<file path="config.mk">
export PLATFORM = sky130hd
export DESIGN_NAME = cmac_usplus_absorber
export DESIGN_NICKNAME = d
export VERILOG_FILES = /design/src/rtl/cmac_usplus_absorber.sv
export SDC_FILE = /design/constraint.sdc
export NUM_CORES = 1
export LEC_CHECK = 0
export ABC_AREA = 1
export ABC_CLOCK_PERIOD_IN_PS = 47800
export BUFFER_PORTS_ARGS = -buffer_cell sky130_fd_sc_hd__buf_2
export CORE_AREA = 2 2 418 420
export DETAILED_ROUTE_END_ITERATION = 16
export DIE_AREA = 0 0 420 422
export PLACE_DENSITY = 0.38
export SYNTH_ARGS = -nofsm -noshare
export SYNTH_HDL_FRONTEND = slang
export SYNTH_SLANG_ARGS = --single-unit
</file>
<file path="constraint.sdc">
create_clock -name clk -period 47.8 [get_ports clk]
set_input_delay 0 -clock clk [delete_from_list [all_inputs] [get_ports clk]]
set_output_delay 0 -clock clk [all_outputs]
set_load 0.05 [all_outputs]
</file>
<file path="src/rtl/cmac_usplus_absorber.sv">
// CMAC RX absorber: writes each frame's beats into a frame buffer, measures its byte length,
// and holds length/error until acknowledged. Optional macro CMAC_RX_ABSORBER_STATS_EN.
module cmac_usplus_absorber #(
  parameter int unsigned MAX_BEATS = 150,
  parameter int unsigned ADDR_W    = 8
) (
  input  logic              clk,
  input  logic              reset,
  input  logic [511:0]      din_data,
  input  logic              din_valid,
  input  logic              din_sop,
  input  logic              din_eop,
  input  logic [7:0]        din_mty,
  input  logic              din_err,
  output logic              wr_en,
  output logic [ADDR_W-1:0] wr_addr,
  output logic [511:0]      wr_data,
  output logic              frame_valid,
  output logic [13:0]       frame_bytes,
  output logic              frame_err,
  input  logic              frame_ack,
  output logic [15:0]       drop_count
);

  localparam int unsigned CntW = ADDR_W + 1;

  typedef enum logic [2:0] {StIdle, StRecv, StDrop, StHold, StHoldDrop} state_e;

  state_e          state_q;
  logic [CntW-1:0] beat_cnt_q;
  logic [13:0]     acc_q;

  logic [13:0] beat_bytes;
  logic        in_hold, start_new, cont, over, hold_drop, drop_inc, complete;

  always_comb begin
    beat_bytes = din_eop ? (14'd64 - {8'd0, din_mty[5:0]}) : 14'd64;
    in_hold    = (state_q == StHold) || (state_q == StHoldDrop);
    // While a frame is held, a new sop is only taken if the consumer releases it this cycle.
    start_new  = din_valid && din_sop && (!in_hold || frame_ack);
    cont       = din_valid && !din_sop && (state_q == StRecv) && (beat_cnt_q < CntW'(MAX_BEATS));
    over       = din_valid && !din_sop && (state_q == StRecv) && (beat_cnt_q >= CntW'(MAX_BEATS));
    hold_drop  = din_valid && din_sop && in_hold && !frame_ack;
    drop_inc   = over || hold_drop || (din_valid && din_sop && (state_q == StRecv));
    complete   = (start_new || cont) && din_eop;
  end

  always_ff @(posedge clk or posedge reset) begin
    if (reset) begin
      state_q     <= StIdle;
      beat_cnt_q  <= '0;
      acc_q       <= '0;
      wr_en       <= 1'b0;
      wr_addr     <= '0;
      wr_data     <= '0;
      frame_valid <= 1'b0;
      frame_bytes <= '0;
      frame_err   <= 1'b0;
    end else begin
      wr_en <= start_new || cont;
      if (start_new || cont) begin
        wr_data <= din_data;
        wr_addr <= start_new ? '0 : beat_cnt_q[ADDR_W-1:0];
      end
      if (start_new) begin
        beat_cnt_q <= CntW'(1);
        acc_q      <= beat_bytes;
      end else if (cont) begin
        beat_cnt_q <= beat_cnt_q + CntW'(1);
        acc_q      <= acc_q + beat_bytes;
      end

      if (complete) begin
        frame_valid <= 1'b1;
        frame_bytes <= start_new ? beat_bytes : (acc_q + beat_bytes);
        frame_err   <= din_err;
      end else if (frame_ack && frame_valid) begin
        frame_valid <= 1'b0;
      end

      if (start_new) begin
        state_q <= din_eop ? StHold : StRecv;
      end else begin
        case (state_q)
          StRecv: begin
            if (cont)      state_q <= din_eop ? StHold : StRecv;
            else if (over) state_q <= din_eop ? StIdle : StDrop;
          end
          StDrop: begin
            if (din_valid && din_eop) state_q <= StIdle;
          end
          StHold: begin
            if (hold_drop)      state_q <= din_eop ? StHold : StHoldDrop;
            else if (frame_ack) state_q <= StIdle;
          end
          StHoldDrop: begin
            // Released mid-discard: keep discarding the unwanted frame without holding.
            if (hold_drop)                 state_q <= din_eop ? StHold : StHoldDrop;
            else if (din_valid && din_eop) state_q <= frame_ack ? StIdle : StHold;
            else if (frame_ack)            state_q <= StDrop;
          end
          default: state_q <= StIdle;
        endcase
      end
    end
  end

`ifdef CMAC_RX_ABSORBER_STATS_EN
  always_ff @(posedge clk or posedge reset) begin
    if (reset) begin
      drop_count <= '0;
    end else if (drop_inc && (drop_count != 16'hFFFF)) begin
      drop_count <= drop_count + 16'd1;
    end
  end
`else
  logic unused_drop;
  assign unused_drop = drop_inc;
  assign drop_count  = '0;
`endif

endmodule
</file>
---- After elaboration in Yosys (flattened, before gate mapping) ----
Cells that the tools add are included.
storage, ports and cells
  register bits ........................... 563
  output and inout bits ................... 553
  logic and storage cells ................. 65
  input port bits ......................... 527
operators by class
  add/sub/neg operators ................... 3
  muxes and demuxes ....................... 23
  reduce and logical (&&, ||, !) cells .... 20
  equal/unequal tests ..................... 8
  order comparisons ....................... 2
operator list
  cell                                                                   number
  14-bit 2-to-1 mux                                                      4
  3-bit 2-to-1 mux                                                       10
  9-bit 2-to-1 mux                                                       2
  14-bit adder                                                           1
  3-bit one-hot mux with 4 select lines                                  1
  1-bit logical AND                                                      11
  9-bit by 1-bit adder with 9-bit output, second input constant          1
  9-bit by 8-bit >= comparator with 1-bit output, second input constant  1
  9-bit by 8-bit < comparator with 1-bit output, second input constant   1
  8-bit 2-to-1 mux                                                       1
  4-bit != test, second input constant                                   2
  7-bit by 6-bit subtractor with 8-bit output, first input constant      1
  3-bit by 2-bit == test with 1-bit output, second input constant        2
  2-bit 2-to-1 mux                                                       3
  5-bit by 4-bit != test with 1-bit output, second input constant        1
  4-bit AND reduction                                                    1
  2-bit nonzero test                                                     2
  3-bit by 1-bit == test with 1-bit output, second input constant        1
  3-bit == test, second input constant                                   1
  1-bit zero test                                                        3
  1-bit logical OR                                                       3
  3-bit != test, second input constant                                   1
  1-bit 2-to-1 mux                                                       2

---- Longest topological paths before layout ----
Gate-level depths: netlist of run 1.
  depth in word-level cells ............... 8
  gate-level depth with buffers ........... 18
  depth with buffers taken out ............ 18

---- Worst setup path after synthesis of run 1 ----
No wires, ideal clock.
  path kind ............................... input-to-reg
  start ................................... in din_mty[0]
  end ..................................... reg acc_q[10]
  setup slack ............................. 46.043 ns
  cell stages on the path ................. 14
  arrival time ............................ 1.675 ns
  path through ............................ inv_1 > ha_1 > inv_1 > nor2_1 > nand3_1 > o21ai_0 > ha_1 > nand2_1 > inv_1 > a21boi_1 > nand2_1 > nand3_1 > nand3_1 > o21ai_0
on the way
  cells in the longest elaborated chain, start to end .. 5
ends and longest elaborated chain
  element                                          line  RTL
  start: declaration                               13    input logic [7:0] din_mty,
  7-bit by 6-bit subtractor with 8-bit output (*)  37    beat_bytes = din_eop ? (14'd64 - {8'd0, din_mty[5:0]}) : 14'd64;
  14-bit 2-to-1 mux (*)                            37
  14-bit adder                                     70    acc_q <= acc_q + beat_bytes;
  14-bit 2-to-1 mux                                68    end else if (cont) begin
  14-bit 2-to-1 mux (*)                            65    if (start_new) begin
  end signal: assignment                           67    acc_q <= beat_bytes;
  end signal: assignment                           70
  end: declaration                                 31    logic [13:0] acc_q;
Every way passes the cells marked *; elsewhere a longest branch is shown, timed or not. The select of a mux whose other input is x is not followed.
A chain may end at the register's enable or synchronous reset.

---- Worst setup path after layout of run 1 ----
  start ................................... reg state_q[0]
  end ..................................... reg wr_data[84]
on the way
  cells in the longest elaborated chain, start to end .. 6
  elaborated cells on any way between the ends .. 10
  those cells by class .................... 3 x eq/ne; 7 x reduce/logical
ends and longest elaborated chain
  element                                                                    line  RTL
  start: declaration                                                         29    state_e state_q;
  start signal: assignment                                                   50    state_q <= StIdle;
  start signal: assignment                                                   82    state_q <= din_eop ? StHold : StRecv;
  start signal: assignment                                                   86    if (cont) state_q <= din_eop ? StHold : StRecv;
  3-bit by 2-bit == test with 1-bit output or 3-bit == test (tied branches)  38    in_hold = (state_q == StHold) || (state_q == StHoldDrop);
  1-bit logical OR                                                           38
  1-bit zero test                                                            40    start_new = din_valid && din_sop && (!in_hold || frame_ack);
  1-bit logical OR                                                           40
  1-bit logical AND                                                          40
  1-bit logical OR (*)                                                       61    if (start_new || cont) begin
  end signal: assignment                                                     62    wr_data <= din_data;
  end: declaration                                                           17    output logic [511:0] wr_data,
Every way passes the cells marked *; elsewhere a longest branch is shown, timed or not.

==> results of run 1 <==
-- sequential cells by signal, summed over array words and instances (netlist names) --
signal / cells
frame_err: 1
wr_addr: 8
frame_valid: 1
frame_bytes: 14
wr_data: 512
acc_q: 14
wr_en: 1
state_q: 3
beat_cnt_q: 9
-- where the power goes --
| part | switching [uW] | internal (uW) | total [uW] |
|---|---|---|---|
| Combinational | 541 | 169 | 710 |
| Sequential | 52.5 | 575 | 627 |
| Clock | 237 | 343 | 579 |
-- through the flow --
step	setup WS, ns	cells	cell area, um2
after detailed placement	43.26	5872	30000
after global routing	42.87	6717	39600
after CTS	43.28	6712	39600
after floorplan	32.05	2610	22600
final	43.15	6722	39600
after global placement	43.28	5872	30000
-- per-layer routing --
metal | vias to the layer above | GRT usage
met5 | - | 0
met4 | 4 | 0.0471
met3 | 184 | 0.0346
met2 | 768 | 0.198
met1 | 11000 | 0.135
li1 | 11300 | -
-- what timing repair did --
item / 4_1_cts / 5_1_grt
resized for setup: 0 / 0
hold endpoints to repair: 652 / 0
hold buffers: 705 / 0
-- worst reg2reg max path: cells and delay by family (launching register included) --
kind	cells	cell delay, ns
compound gates	1	0.21
flops	1	0.44
simple gates	5	1.45
buf+inv	3	2.49
-- path summary, 6_finish.rpt --
kind | endpoint | cells past startpoint | start | slack (ns)
setup / recovery | wr_data[84]$_DFFE_PP0N_ | 9 | state_q[0]$_DFFE_PP0P_ | 43.15
hold / removal | wr_data[322]$_DFFE_PP0N_ | 3 | reset | 0.07
setup reg to reg | wr_data[84]$_DFFE_PP0N_ | 9 | state_q[0]$_DFFE_PP0P_ | 43.15
hold reg to reg | wr_data[291]$_DFFE_PP0N_ | 2 | wr_data[291]$_DFFE_PP0N_ | 0.46
max in group asynchronous | wr_data[164]$_DFFE_PP0N_ | 7 | reset | 43.93
min in group clk | wr_data[181]$_DFFE_PP0N_ | 4 | din_data[181] | 0.07
-- cell families after synthesis --
logic type	synth area share
DFF	0.624
buffers and inverters	0.0564
AOI/OAI and AO/OA	0.0126
and+or+nand+nor	0.299
xor gates and xnor gates	0.00194
other	0.000166
adders and majority gates	0.00643
-- cell type report --
type	instances	area (um2)
Tap cell	2325	2910
Clock buffer	103	2180
Antenna cell	10	25.0
Timing Repair Buffer	1784	12500
Inverter	59	245
Sequential cell	563	14100
Multi-Input combinational cell	1846	7280
Clock inverter	32	344
Fill cell	19200	133000
-- cell usage in the layout, fill, tap and decap left out, types with 2 or more instances in the layout --
cell type,n
ha_1,10
nand4_1,8
o31ai_1,5
dlygate4sd3_1,705
nand3_1,42
diode_2,10
clkbuf_16,78
o21ai_1,9
xor2_1,4
inv_1,54
inv_16,3
a21oi_1,6
o21ai_0,28
bufinv_16,4
nand2_1,1682
clkbuf_1,12
clkinv_8,3
conb_1,16
clkinv_2,16
clkinvlp_4,5
nand3b_1,3
buf_12,2
inv_2,3
clkbuf_8,13
buf_2,1061
nor2_1,18
dfrtp_1,563
buf_4,16
nor3_1,3
==> summary.txt, run 1 <==
Status
  – Outcome: complete, no violations

Clock tree
  – H-tree Lvls: 3
  – TritonCTS clock tree: yes
  – Worst-skew pair later-pin latency: 0.68 ns
  – Clk buf depth: 3
  – Setup bufs post-CTS: 0
  – Num Clock Sinks: between 500 and 600
  – Clock slew at the register clock pins of the worst setup and hold paths: 0.06 ns
  – Inserted Clock Buffers: 77
  – CTS root buf: clkbuf_16

Routing
  – Starting DRC count in detailed routing: 1457
  – WL met1: ~43000 um
  – WL/cell: roughly 16 um
  – Vias per cell: 3.47
  – WL final: 106000 um
  – Met2 WL post-DR: 51700 um
  – 1st-pass router iterations: 5
  – Highest routed metal layer: met5
  – # DRC: 0
  – Wire length on met3: 8410 um
  – Via count: roughly 23000
  – Final ANT Viol Nets: 0

Worst setup path
  – Req. time, crit path: approximately 48 ns
  – Crit path max-delay family: buffers and inverters
  – Critical path endpoint category: flip-flop
  – Max FO, Critical Path: 192
  – Critical Path Start Type: flip-flop
  – Crit Path Class: reg2reg
  – Worst Path Arrival: ~5.3 ns
  – Slowest CP cell: buf_4
  – Critical-path cell list: o21ai_1, nand3_1, nand2_2, nand2_8, inv_16, buf_4, buf_4, nand2_1, nand2_1
  – CP peak stage delay: approximately 0.75 ns
  – CP bufs+invs: 3

Logic synthesis
  – Post-synth EDFFs: 0
  – Register area share after synthesis: 0.624
  – Synthesized instance count: 2595
  – Dominant synthesized flop cell: dfrtp_1
  – Synth Area per Inst: just under 9 um2
  – Synth top area cells: dfrtp_1, nand2_1, buf_6, buf_2, nand3_1
  – Asr flop ratio synth: 1.00
  – Yosys warning count: 0
  – Synth cell count leaders: nand2_1, dfrtp_1, buf_2
  – Mapped Area: 22600 um2
  – Synth cell types: 32
  – Most common cell in the netlist: nand2_1
  – Post-synth top area cell: dfrtp_1
  – #FFs+latches synth: between 500 and 600
  – Top cell type's share of synthesized area: 0.624

STA
  – Final count of negative-setup-slack endpoints: 0
  – Hold Fails Final Rpt: 0
  – Worst-margin pin slew: 1.22 ns
  – Final Skew: 0.0206 ns
  – RSZ-0062 raised after global routing: no
  – Rel. slew slack: 0.183
  – Period utilisation layout: 0.0973
  – Pins Over Slew Limit: 0
  – Final hold slack: approximately 0.067 ns
  – Clock period minus worst slack: about 4.6 ns
  – F_max: about 220 MHz
  – TNS Setup: 0 ns

Die
  – Core Region: 173000 um2
  – Die Y-Extent: about 420 um
  – Full die area: 177000 um2
  – Die Wd: approximately 420 um
  – Rows: ~150
  – I/O Pins: ~1100
  – Initial Utilization: 0.131

Power
  – Peak VDD IR: ~25 uV
  – Cell Pwr Density: ~48 nW/um2
  – Final total power: between 1500 and 2000 uW
  – Leak pwr: around 0.021 uW

Run
  – Max Cap Violations: 0

Finish
  – Fraction of layout cells with a size suffix above 1: 0.276
  – # nets final: 4869
  – Layout area overhead: 75.4%
  – Final core utilization: 0.229

Global route
  – Pin count of the biggest net entering global routing: about 190
  – First-pass GRT wire length: roughly 150000 um
  – GR Util All Layers: 0.116
  – Total gr overflow: 0
  – Initial antenna violation count: 21
  – Vias in the first global route: approximately 24000

Place
  – HPWL after DPL: 75600 um
  – # port buffers: about 1100
  – GPL Wtd Cong: 0.894

Worst hold path
  – Tightest Hold Check Type: in2async
Power figures use the tool's default switching activity.
==> run 2: changes to the inputs <==
Settings changed: ABC_CLOCK_PERIOD_IN_PS 47800 to 4000, PLACE_DENSITY 0.38 to 0.39.
Clock period 47.8 ns to 4 ns, I/O delays scaled along.
==> run 2 against run 1 <==
Clock skew increased by 0.0046 ns; clock power increased to 12 times the previous value; sequential power increased to 12 times the previous value; non-clock buffer count increased by 100; hold slack improved by 0.013 ns; critical path depth increased by 3; critical endpoint is now state_q[1]$_DFFE_PP0P_; first-iteration DRC count decreased by 13%; routed wire length decreased by 0.40%; final area increased by 2.5%; die area unchanged; global-route usage about the same.
==> summary.txt, run 2 (same netlist as run 1, synthesis figures left out) <==
Status
  – Outcome: complete, no violations

STA
  – Clock period minus worst slack: 3.45 ns (-1.20 ns)
  – RSZ-0062 raised after global routing: no
  – Final count of negative-setup-slack endpoints: 0 (unchanged)
  – Rel. slew slack: 0.425 (+0.242)
  – Final hold slack: 0.0806 ns (+0.0133 ns)
  – Period utilisation layout: 0.861 (+0.764)
  – Setup ws final: 0.555 ns (-42.60 ns)
  – Worst-margin pin slew: 0.862 ns (-0.363 ns)
  – F_max: 290 MHz (+35%)
  – Final Skew: 0.0252 ns (+0.00460 ns)
  – Hold Fails Final Rpt: 0 (unchanged)
  – Pins Over Slew Limit: 0 (unchanged)

Global route
  – GR Util All Layers: 0.116 (about the same)
  – Total gr overflow: 0 (unchanged)
  – Initial antenna violation count: 16 (-24%)
  – GR Util met3: 0.0309 (-0.00377)
  – Met2 GRT Util: 0.196 (-0.00189)
  – Vias in the first global route: 24400 (+1.7%)
  – First-pass GRT wire length: 156000 um (+0.64%)
  – GR peak layer: met2
  – Met1 Use GR: 0.138 (+0.00261)
  – Pin count of the biggest net entering global routing: 142 (-26%)

Place
  – Pre-CTS setup slack: 1.39 ns (-41.87 ns)
  – # port buffers: 1061 (unchanged)
  – Placed Cells incl. Taps: 5898 (+0.44%)
  – GPL Wtd Cong: 0.884 (-1.1%)
  – HPWL after DPL: 77000 um (+1.9%)

Finish
  – Most flops, register: wr_data
  – Layout area overhead: 79.8%
  – # nets final: 4965 (+2.0%)
  – Most frequent cells in the layout: nand2_1, buf_2, dlygate4sd3_1
  – Regs by FF count: wr_data (512), acc_q (14), frame_bytes (14)
  – Most common cell after layout, fill and taps aside: nand2_1
  – Fraction of layout cells with a size suffix above 1: 0.276 (-0.000406)
  – Cell Count, Final, Fillers Out: 6821 (+1.5%)
  – Max reg flops: 512 (unchanged)

Die
  – Die Y-Extent: 422 um (unchanged)
  – Rows: 153 (unchanged)
  – Initial Utilization: 0.131 (unchanged)
  – I/O Pins: 1080 (unchanged)
  – Full die area: 177000 um2 (unchanged)
  – Core Region: 173000 um2 (unchanged)
  – Die Wd: 420 um (unchanged)

Worst setup path
  – Critical path endpoint category: flip-flop
  – Crit Path Class: reg2reg
  – Req. time, crit path: 4.54 ns (-43.86 ns)
  – Max FO, Critical Path: 6 (-97%)
  – R2R cell count: 12 (+3)
  – Critical Path Start Type: flip-flop
  – Worst Path Arrival: 3.98 ns (-1.27 ns)

Power
  – Final total power: 22800 uW (+1100%)
  – Cell Pwr Density: 562 nW/um2 (+1100%)
  – Peak VDD IR: 295 uV (+1100%)
  – Leak pwr: 0.0215 uW (+2.1%)

Clock tree
  – Num Clock Sinks: 563 (unchanged)
  – Worst-skew pair later-pin latency: 0.68 ns (about the same)
  – H-tree Lvls: 3 (unchanged)
  – CTS root buf: clkbuf_16
  – Inserted Clock Buffers: 73 (-5.2%)
  – TritonCTS clock tree: yes
  – Clock slew at the register clock pins of the worst setup and hold paths: 0.05 ns (about the same)
  – Clk buf depth: 3 (unchanged)

Worst hold path
  – Cells on Worst Hold Path: 4
  – Tightest Hold Check Type: in2reg

Routing
  – # DRC: 0 (unchanged)
  – WL final: 106000 um (-0.40%)
  – Vias per cell: 3.47 (about the same)
  – 1st-pass router iterations: 5 (unchanged)
  – Final ANT Viol Nets: 0 (unchanged)
  – Starting DRC count in detailed routing: 1274 (-13%)
  – WL/cell: 15.5 um (-1.8%)
  – Via count: 23700 (+1.5%)

Run
  – Max Cap Violations: 0 (unchanged)
-- run 2: cell types whose count changed in the layout (fill, tap and decap cells not counted), sizes merged --
cell,before,now
diode,10,12
bufinv,4,3
clkbuf,103,107
clkinv,20,15
buf,1079,1108
inv,62,61
dlygate4sd3,705,776
-- run 2: cell type report --
class                   instances  area (um2)
diodes                         12        30.0
clock buffers                 107        2150
clock inverters                25         259
fillers                     19000      132000
inverters                      59         241
multi-input cells            1846        7290
flip-flops and latches        563       14100
well taps                    2325        2910
repair buffers               1884       13600
-- run 2: worst paths after layout --
kind	slack [ns]	startpoint	endpoint
setup reg to reg	0.55	state_q[1]$_DFFE_PP0P_	state_q[1]$_DFFE_PP0P_
min in group asynchronous	0.09	reset	state_q[0]$_DFFE_PP0P_
max in group asynchronous	2.74	reset	wr_data[271]$_DFFE_PP0N_
hold reg to reg	0.46	wr_data[116]$_DFFE_PP0N_	wr_data[116]$_DFFE_PP0N_
hold / removal	0.08	din_data[171]	wr_data[171]$_DFFE_PP0N_
setup / recovery	0.55	state_q[1]$_DFFE_PP0P_	state_q[1]$_DFFE_PP0P_
-- run 2: critical path, stage by stage (launching register included) --
cell and delay [ns]:
dfrtp_2 0.45, o21ai_2 0.16, nand4_1 0.15, inv_1 0.08
nand2_1 0.07, nand2_1 0.07, dlygate4sd3_1 0.54, nand2_1 0.05
dlygate4sd3_1 0.55, nand2_1 0.07, dlygate4sd3_1 0.54, nand2_1 0.05
dlygate4sd3_1 0.55
-- run 2: power by group --
part	leakage [uW]	total, uW	internal [uW]	switching [uW]
clock network	0.00118	6690	3930	2750
logic	0.0134	8600	2130	6470
registers	0.00699	7520	6870	653
total	0.0215	22800	12900	9880
-- run 2: metal layers --
| layer | share of wire | vias to the layer above |
|---|---|---|
| met5 | 0 | - |
| met3 | 0.071 | 165 |
| li1 | - | 11500 |
| met4 | 0.035 | 0 |
| met2 | 0.48 | 748 |
| met1 | 0.41 | 11200 |
-- run 2: metrics by stage --
| stage | TNS, ns | area (um2) | utilization |
|---|---|---|---|
| finish | 0 | 40600 | 0.235 |
| global route | 0 | 40600 | 0.235 |
| CTS | 0 | 40600 | 0.235 |
| detailed placement | 0 | 30400 | 0.176 |
| global placement | 0 | 30400 | 0.176 |
| floorplan | -2063.78 | 22600 | - |
-- run 2: what timing repair did --
item | CTS | global route
setup buffers | 0 | 3
hold endpoints to repair | 596 | 0
gates resized for setup | 0 | 5
hold buffers | 777 | 0
endpoints found under the setup margin | 0 | 1
